--- config.mk ---
export PLATFORM = sky130hd
export DESIGN_NAME = matmul_scheduler
export DESIGN_NICKNAME = d
export VERILOG_FILES = /design/src/rtl/matmul_pkg.sv /design/src/rtl/loop_walker.sv /design/src/rtl/matmul_scheduler.sv
export SDC_FILE = /design/constraint.sdc
export NUM_CORES = 1
export LEC_CHECK = 0
export CAP_MARGIN = 10
export CORE_ASPECT_RATIO = 0.5
export CORE_MARGIN = 5
export CORE_UTILIZATION = 40
export CTS_CLUSTER_DIAMETER = 150
export CTS_CLUSTER_SIZE = 24
export DETAILED_ROUTE_END_ITERATION = 6
export GPL_TIMING_DRIVEN = 1
export PLACE_DENSITY = 0.59
export RECOVER_POWER = 100
export SLEW_MARGIN = 0
export SYNTH_ARGS = -nofsm -noshare
export SYNTH_HDL_FRONTEND = slang
export SYNTH_SLANG_ARGS = --single-unit
--- constraint.sdc ---
create_clock -name clk -period 4.6 [get_ports clk]
set_input_delay 0.69 -clock clk [delete_from_list [all_inputs] [get_ports clk]]
set_output_delay 0.69 -clock clk [all_outputs]
set_load 0.05 [all_outputs]
--- src/rtl/matmul_pkg.sv ---
// Shared types and constants for the matmul_scheduler block.
//   sched_state_t : scheduler FSM states
//   dims_t        : {m, k, n} job dimensions
//   calc_dim_w / calc_addr_w : width helpers
//   DROP_W        : width of the saturating drop counter
package matmul_pkg;

  localparam int MAX_DIM    = 32;
  localparam int ELEM_W     = 8;
  localparam int CK_TIMEOUT = 1024;

  function automatic int calc_dim_w(input int max_dim);
    return $clog2(max_dim + 1);
  endfunction

  function automatic int calc_addr_w(input int max_dim);
    return $clog2(max_dim * max_dim);
  endfunction

  localparam int DIM_W  = calc_dim_w(MAX_DIM);
  localparam int ADDR_W = calc_addr_w(MAX_DIM);
  localparam int DROP_W = 16;
  localparam int TMO_W  = $clog2(CK_TIMEOUT + 1);

  typedef enum logic [2:0] {
    IDLE     = 3'd0,
    HDR      = 3'd1,
    LOAD_A   = 3'd2,
    LOAD_B   = 3'd3,
    WAIT_CK  = 3'd4,
    RUN      = 3'd5,
    DRAIN_RX = 3'd6
  } sched_state_t;

  typedef struct packed {
    logic [DIM_W-1:0] m;
    logic [DIM_W-1:0] k;
    logic [DIM_W-1:0] n;
  } dims_t;

  // A dimension is usable when it is non-zero and no larger than MAX_DIM.
  function automatic logic dim_ok(input logic [DIM_W-1:0] d);
    return (d != '0) && (d <= DIM_W'(MAX_DIM));
  endfunction

endpackage

--- src/rtl/loop_walker.sv ---
// i/j/k loop nest walker for the matmul issue stream (k innermost).
// Ports:
//   clk, rst_n        : clock, synchronous active-low reset
//   clear             : hold all counters at zero (used outside RUN)
//   advance           : step one position (issue handshake)
//   m_dim/k_dim/n_dim : job dimensions
//   a_addr, b_addr    : i*K+k and k*N+j, generated without multipliers
//   first, last       : k==0 and k==K-1
//   final_step        : current position is (M-1, N-1, K-1)
module loop_walker
  import matmul_pkg::*;
(
  input  logic              clk,
  input  logic              rst_n,
  input  logic              clear,
  input  logic              advance,
  input  logic [DIM_W-1:0]  m_dim,
  input  logic [DIM_W-1:0]  k_dim,
  input  logic [DIM_W-1:0]  n_dim,
  output logic [ADDR_W-1:0] a_addr,
  output logic [ADDR_W-1:0] b_addr,
  output logic              first,
  output logic              last,
  output logic              final_step
);

  logic [DIM_W-1:0]  i_cnt, j_cnt, k_cnt;
  logic [ADDR_W-1:0] row_base;  // i*K, start of the current A row
  logic              k_end, j_end, i_end;

  assign k_end      = (k_cnt == k_dim - DIM_W'(1));
  assign j_end      = (j_cnt == n_dim - DIM_W'(1));
  assign i_end      = (i_cnt == m_dim - DIM_W'(1));
  assign first      = (k_cnt == '0);
  assign last       = k_end;
  assign final_step = i_end & j_end & k_end;

  always_ff @(posedge clk) begin
    if (!rst_n || clear) begin
      i_cnt    <= '0;
      j_cnt    <= '0;
      k_cnt    <= '0;
      row_base <= '0;
      a_addr   <= '0;
      b_addr   <= '0;
    end else if (advance) begin
      if (!k_end) begin
        k_cnt  <= k_cnt + DIM_W'(1);
        a_addr <= a_addr + ADDR_W'(1);
        b_addr <= b_addr + ADDR_W'(n_dim);
      end else begin
        k_cnt <= '0;
        if (!j_end) begin
          // Next column: same A row restarts, B restarts at column j+1.
          j_cnt  <= j_cnt + DIM_W'(1);
          a_addr <= row_base;
          b_addr <= ADDR_W'(j_cnt) + ADDR_W'(1);
        end else begin
          // Next row: A moves on by K, B back to column 0.
          j_cnt    <= '0;
          i_cnt    <= i_cnt + DIM_W'(1);
          row_base <= row_base + ADDR_W'(k_dim);
          a_addr   <= row_base + ADDR_W'(k_dim);
          b_addr   <= '0;
        end
      end
    end
  end

endmodule

--- src/rtl/matmul_scheduler.sv ---
// Per-frame matrix-multiply job sequencer: parses the {M,K,N} header,
// writes A then B into the operand buffers, waits for the checksum
// verdict and then issues the i/j/k read stream to the MAC datapath.
// Optional feature macro: SCHED_STATS_EN adds drop_count (saturating).
// Ports:
//   axiiv/axiid          : element stream, axiiv high for a whole frame
//   ck_done/ck_kill      : checksum verdict pulse and its "bad" qualifier
//   a_we/b_we, *_waddr   : operand buffer writes, wdata shared (1 cycle late)
//   iss_valid/iss_ready  : issue handshake; a_raddr, b_raddr, mac_first,
//                          mac_last are the payload
//   dims                 : {M,K,N} of the current job
//   busy, job_done       : not-idle flag, end-of-job pulse
// Handshake: an issue transfers on a cycle with iss_valid & iss_ready;
// while iss_valid is high without iss_ready the payload is held and
// iss_valid stays high.
module matmul_scheduler
  import matmul_pkg::*;
(
  input  logic               clk,
  input  logic               rst_n,
  input  logic               axiiv,
  input  logic [ELEM_W-1:0]  axiid,
  input  logic               ck_done,
  input  logic               ck_kill,
  output logic               a_we,
  output logic               b_we,
  output logic [ADDR_W-1:0]  a_waddr,
  output logic [ADDR_W-1:0]  b_waddr,
  output logic [ELEM_W-1:0]  wdata,
  output logic               iss_valid,
  input  logic               iss_ready,
  output logic [ADDR_W-1:0]  a_raddr,
  output logic [ADDR_W-1:0]  b_raddr,
  output logic               mac_first,
  output logic               mac_last,
  output logic [3*DIM_W-1:0] dims,
  output logic               busy,
  output logic               job_done
`ifdef SCHED_STATS_EN
  ,
  output logic [DROP_W-1:0]  drop_count
`endif
);

  sched_state_t      state, state_nxt;
  dims_t             dims_q;
  logic              axiiv_q, rx_rise, hdr_sel;
  logic [DIM_W-1:0]  elem_dim, wr_row, wr_col, wr_rows, wr_cols;
  logic [ADDR_W-1:0] wr_addr;
  logic              wr_last;
  logic              ck_pend, ck_pend_kill, ck_seen, ck_bad;
  logic [TMO_W-1:0]  tmo_cnt;
  logic              tmo_hit;
  logic              fsm_drop, rx_drop, advance;
  logic              walk_first, walk_last, walk_final;
  logic [ADDR_W-1:0] walk_a, walk_b;

  assign rx_rise  = axiiv & ~axiiv_q;
  assign elem_dim = axiid[DIM_W-1:0];
  // A verdict latched at the end of LOAD_B counts as if it arrived now.
  assign ck_seen  = ck_done | ck_pend;
  assign ck_bad   = ck_done ? ck_kill : ck_pend_kill;
  assign tmo_hit  = (tmo_cnt == TMO_W'(CK_TIMEOUT - 1));
  // A new frame cannot be buffered while a job is pending or running.
  assign rx_drop  = rx_rise & ((state == WAIT_CK) | (state == RUN));

  assign iss_valid = (state == RUN);
  assign advance   = iss_valid & iss_ready;
  assign a_raddr   = walk_a;
  assign b_raddr   = walk_b;
  assign mac_first = iss_valid & walk_first;
  assign mac_last  = iss_valid & walk_last;
  assign dims      = dims_q;
  assign busy      = (state != IDLE);

  // Write loop bounds: A is M rows of K, B is K rows of N.
  always_comb begin
    wr_rows = dims_q.m;
    wr_cols = dims_q.k;
    if (state == LOAD_B) begin
      wr_rows = dims_q.k;
      wr_cols = dims_q.n;
    end
  end
  assign wr_last = (wr_row == wr_rows - DIM_W'(1)) && (wr_col == wr_cols - DIM_W'(1));

  always_ff @(posedge clk) begin
    if (!rst_n) state <= IDLE;
    else        state <= state_nxt;
  end

  always_comb begin
    state_nxt = state;
    fsm_drop  = 1'b0;
    case (state)
      IDLE:     if (rx_rise) state_nxt = HDR;
      HDR: begin
        if (!axiiv) begin
          state_nxt = IDLE;
          fsm_drop  = 1'b1;
        end else if (hdr_sel) begin
          if (dim_ok(dims_q.m) && dim_ok(dims_q.k) && dim_ok(elem_dim)) begin
            state_nxt = LOAD_A;
          end else begin
            state_nxt = DRAIN_RX;
            fsm_drop  = 1'b1;
          end
        end
      end
      LOAD_A, LOAD_B: begin
        if (!axiiv) begin
          state_nxt = IDLE;
          fsm_drop  = 1'b1;
        end else if (wr_last) begin
          state_nxt = (state == LOAD_A) ? LOAD_B : WAIT_CK;
        end
      end
      WAIT_CK: begin
        if (ck_seen) begin
          state_nxt = ck_bad ? IDLE : RUN;
          fsm_drop  = ck_bad;
        end else if (tmo_hit) begin
          state_nxt = IDLE;
          fsm_drop  = 1'b1;
        end
      end
      RUN:      if (advance && walk_final) state_nxt = IDLE;
      DRAIN_RX: if (!axiiv) state_nxt = IDLE;
      default:  state_nxt = IDLE;
    endcase
  end

  always_ff @(posedge clk) begin
    if (!rst_n) begin
      axiiv_q      <= 1'b0;
      dims_q       <= '0;
      hdr_sel      <= 1'b0;
      wr_row       <= '0;
      wr_col       <= '0;
      wr_addr      <= '0;
      ck_pend      <= 1'b0;
      ck_pend_kill <= 1'b0;
      tmo_cnt      <= '0;
      a_we         <= 1'b0;
      b_we         <= 1'b0;
      a_waddr      <= '0;
      b_waddr      <= '0;
      wdata        <= '0;
      job_done     <= 1'b0;
    end else begin
      axiiv_q  <= axiiv;
      a_we     <= 1'b0;
      b_we     <= 1'b0;
      job_done <= (state == RUN) & advance & walk_final;
      tmo_cnt  <= (state == WAIT_CK) ? tmo_cnt + TMO_W'(1) : '0;
      case (state)
        IDLE: begin
          if (rx_rise) dims_q.m <= elem_dim;
          hdr_sel <= 1'b0;
        end
        HDR: begin
          if (axiiv) begin
            if (!hdr_sel) dims_q.k <= elem_dim;
            else          dims_q.n <= elem_dim;
            hdr_sel <= 1'b1;
          end
          wr_row       <= '0;
          wr_col       <= '0;
          wr_addr      <= '0;
          ck_pend      <= 1'b0;
          ck_pend_kill <= 1'b0;
        end
        LOAD_A, LOAD_B: begin
          if (axiiv) begin
            wdata <= axiid;
            if (state == LOAD_A) begin
              a_we    <= 1'b1;
              a_waddr <= wr_addr;
            end else begin
              b_we    <= 1'b1;
              b_waddr <= wr_addr;
            end
            if (wr_last) begin
              wr_row  <= '0;
              wr_col  <= '0;
              wr_addr <= '0;
            end else begin
              wr_addr <= wr_addr + ADDR_W'(1);
              if (wr_col == wr_cols - DIM_W'(1)) begin
                wr_col <= '0;
                wr_row <= wr_row + DIM_W'(1);
              end else begin
                wr_col <= wr_col + DIM_W'(1);
              end
            end
          end
          if (state == LOAD_B && ck_done) begin
            ck_pend      <= 1'b1;
            ck_pend_kill <= ck_kill;
          end
        end
        default: ;
      endcase
    end
  end

  loop_walker u_walker (
    .clk        (clk),
    .rst_n      (rst_n),
    .clear      (state != RUN),
    .advance    (advance),
    .m_dim      (dims_q.m),
    .k_dim      (dims_q.k),
    .n_dim      (dims_q.n),
    .a_addr     (walk_a),
    .b_addr     (walk_b),
    .first      (walk_first),
    .last       (walk_last),
    .final_step (walk_final)
  );

`ifdef SCHED_STATS_EN
  logic [DROP_W:0] drop_sum;
  assign drop_sum = {1'b0, drop_count} + (DROP_W+1)'(fsm_drop) + (DROP_W+1)'(rx_drop);

  always_ff @(posedge clk) begin
    if (!rst_n)                drop_count <= '0;
    else if (drop_sum[DROP_W]) drop_count <= '1;
    else                       drop_count <= drop_sum[DROP_W-1:0];
  end
`else
  // Drop events still steer the FSM; without stats they are not counted.
  logic unused_drop;
  assign unused_drop = fsm_drop ^ rx_drop;
`endif

endmodule

==> summary.txt, run 1 <==
Pwr
  • Leakage: 3.612 nW
  • Maximum VDD drop: 0.2867 mV
  • PwrDens: 387.9 nW/µm²

Floorplanning
  • Core area: 18,390 µm²
  • Die width: 203.4 µm
  • Row Count: 35
  • Die Y: 106.7 µm
  • Io pins: 87
  • Die area: 21,690 µm²
  • Initial Util: 0.4065

Clock network
  • Total CTS buffers: 17
  • Bufs on Longest Clock Path: 2
  • Cts hold-fix bufs: 0
  • Max H-tree Level: 4
  • Post-CTS setup buffers: 0
  • CTS tree: done
  • Post-CTS resize count: 0
  • Clock Pin Slew Worst Setup and Hold Paths: 0.06 ns
  • Root buffer cell: clkbuf_16
  • Clk_lat worst skew: 0.42 ns
  • Sink Count: 137

Global routing
  • Largest net degree at the start of global routing: 57
  • Vias in the first global route: 6,339
  • Total GRT Usage: 0.1896
  • Initial antenna violation count: 0
  • First-pass GRT wire length: 33,320 µm
  • Total gr overflow: 0

STA
  • Final max-slew violation count: 57
  • Finish-stage setup viols: 0
  • Measured slew at the worst slew-check pin: 2.624 ns
  • Final Cycle Share: 0.8920
  • Slew HR: -0.7490
  • Tmin final: 4.103 ns
  • Final Hold Fails: 0
  • Max frequency: 0.2437 GHz
  • Min Hold Slack: 0.4490 ns
  • RSZ-0062 raised after global routing: no
  • Setup_tns: 0 ns
  • Layout Skew: 0.005290 ns

Yosys
  • Synthesized cell area: 7477 µm²
  • Top FF cell, synth: dfxtp_1
  • Yosys warns: 0
  • Post-synthesis sequential area ratio: 0.3668
  • Syn Inst Count: 911
  • Synth Net Count: 954
  • Ys async rst share: 0
  • #FFs+latches synth: 137
  • Unique cell type count in the Yosys netlist: 64
  • Mean Syn Cell Area: 8.208 µm²
  • EDFF count, synth: 0

Cells and area
  • Area added between synthesis and finish: 20.87%
  • Most common cell after layout, fill and taps aside: dfxtp_1
  • Layout Cell Area excl Fill: 9037 µm²
  • Fillers: 1,820
  • Final net count: 1,017
  • Number of diodes: 0
  • Final cell utilization of the core: 0.4914
  • Non-Filler Instances: 1,227
  • Layout cell share with drive strength beyond 1: 0.05066
  • Most frequent cells in the layout: dfxtp_1, nand2_1, nor2_1, a21oi_1, dlygate4sd3_1

Setup path
  • Crit path max fanout: 10
  • Max incr delay on CP: 0.87 ns
  • R2R cell count: 11
  • CP startpoint kind: flop
  • CP Depth: 8
  • Reg2reg start: state[1]
  • Delay-heaviest family, CP: buffers and inverters
  • Setup slack, reg-to-reg: 0.63 ns
  • Critical Path End Type: output port
  • WS Path Type: reg -> out
  • RR Endpoint: wr_addr[8]
  • Critical Path RT: 3.91 ns
  • Crit path buf inv count: 2
  • CP cell instances: inv_1 -> ha_1 -> xor2_1 -> o22ai_1 -> a2111o_1 -> a21oi_1 -> and2_1 -> dlygate4sd3_1
  • Arr. time, crit path: 3.41 ns
  • Slowest cell on crit path: dlygate4sd3_1

Route
  • Routed vias/inst: 5.289
  • TritonRoute pass-1 iters: 5
  • Drt total wl: 20,210 µm
  • Drc violations: 0
  • Wire length per cell: 16.47 µm
  • Post-route ant nets: 0
  • Via count: 6,489
  • Initial drt markers: 391

Place
  • Dpl cells: 1,195
  • IO Port Bufs: 86
  • Post-DP HPWL: 14,680 µm
  • Placed instance area: 8493 µm²
  • Gp weighted congestion: 0.8778

Hold path
  • Hold path depth: 2
  • Worst Hold Launch: wdata[1]
  • Worst Hold End: wdata[1]
  • Hold WC Path Type: reg -> reg

Flow run
  • Max_cap viols: 1

Status
  • Failing checks: capacitance limit, slew limit
  • Outcome: complete, but fails checks
logic make-up after synthesis:
group,after synthesis,synth area share
fa+ha+maj,29,0.05054
xor+xnor,86,0.1054
flops,137,0.3668
simple gates,353,0.2267
compound gates,191,0.1606
buf+inv,80,0.04300
mux,35,0.04685
stage by stage:
step	worst slack, ns	power [W]
2_1_floorplan	0.9999	0.001981
3_3_place_gp	1.049	0.002191
3_5_place_dp	0.8967	0.002195
4_1_cts	0.6067	0.003552
5_1_grt	0.2912	0.003687
6_report	0.4969	0.003505
report_power, final:
| part | total [W] | internal (W) | leakage (nW) | switching (W) |
|---|---|---|---|---|
| Sequential | 0.00132 | 0.00123 | 1.11 | 0.0000953 |
| Combinational | 0.000834 | 0.000314 | 2.24 | 0.000520 |
| Clock | 0.00135 | 0.000770 | 0.267 | 0.000579 |
| Total | 0.00351 | 0.00231 | 3.61 | 0.00119 |
layer usage:
layer | share of wire | global-route usage
met3 | 0.040 | 0.04473
met5 | 0 | 0
met4 | 0.010 | 0.04906
met2 | 0.44 | 0.2989
met1 | 0.51 | 0.2627
cells in the mapped netlist, drive strengths merged, types with 3 or more instances:
| master | n | area share |
|---|---|---|
| and2 | 9 | 0.0075 |
| nor2 | 97 | 0.049 |
| o22ai | 7 | 0.0059 |
| clkbuf | 40 | 0.020 |
| a22o | 5 | 0.0059 |
| nor4 | 4 | 0.0033 |
| nand3b | 7 | 0.0070 |
| xnor2 | 45 | 0.054 |
| xor2 | 39 | 0.046 |
| nand2b | 11 | 0.0092 |
| nand2 | 115 | 0.058 |
| nor3b | 5 | 0.0057 |
| a22oi | 4 | 0.0040 |
| mux2i | 35 | 0.047 |
| a21o | 10 | 0.010 |
| a221oi | 4 | 0.0047 |
| dfxtp | 137 | 0.37 |
| nand4 | 12 | 0.010 |
| inv | 29 | 0.015 |
| and3 | 24 | 0.020 |
| nor2b | 10 | 0.0084 |
| buf | 11 | 0.0084 |
| a21oi | 76 | 0.051 |
| ha | 27 | 0.045 |
| o32ai | 3 | 0.0035 |
| nand3 | 31 | 0.021 |
| or3 | 3 | 0.0032 |
| a31oi | 12 | 0.014 |
| nor3 | 17 | 0.016 |
| o21ai | 37 | 0.025 |
| a211oi | 6 | 0.0067 |
| o31ai | 5 | 0.0050 |
| o211ai | 5 | 0.0050 |
| o21bai | 4 | 0.0040 |
flip-flops by register name, summed over array words and instances (netlist names), 3 cells and up:
signal	flops
wdata	8
u_walker.j_cnt	6
u_walker.i_cnt	6
wr_row	6
u_walker.b_addr	10
tmo_cnt	11
dims	18
a_waddr	10
wr_addr	10
b_waddr	10
u_walker.a_addr	10
state	3
wr_col	6
u_walker.k_cnt	6
u_walker.row_base	10
area by class of cell:
type	count	area, µm²	share of cell area
multi-input cells	694	4395	0.4864
flip-flops and latches	137	2743	0.3035
repair buffers	95	913.4	0.1011
clock buffers	18	439.2	0.04859
well taps	240	300.3	0.03323
clock inverters	14	137.6	0.01523
inverters	29	108.9	0.01204
tightest hold or removal path, stage by stage (launching register included):
cell and delay, ns:
dfxtp_1 0.30, nand2_1 0.05, a21oi_1 0.05
how the worst max path moves through the flow:
stage,startpoint,to,slack [ns]
after global placement,state[1],wr_addr[8],1.05
after CTS,dims[6],mac_last,0.61
after detailed placement,state[1],wr_addr[8],0.90
after global routing,state[1],wr_addr[8],0.29
final,dims[6],mac_last,0.50
after floorplan,dims[6],mac_last,1.0
Note: power is estimated with default switching activity, not from simulation.
==> run 2, diff against run 1 <==
Settings changed: CAP_MARGIN 10 to unset.
==> results of run 2 <==
Final layout, timing and power as in run 1 (identical DEF).
==> run 3, diff against run 2 <==
Settings changed: TNS_END_PERCENT set to 30.
==> results of run 3 <==
Final layout, timing and power as in run 1 (identical DEF).
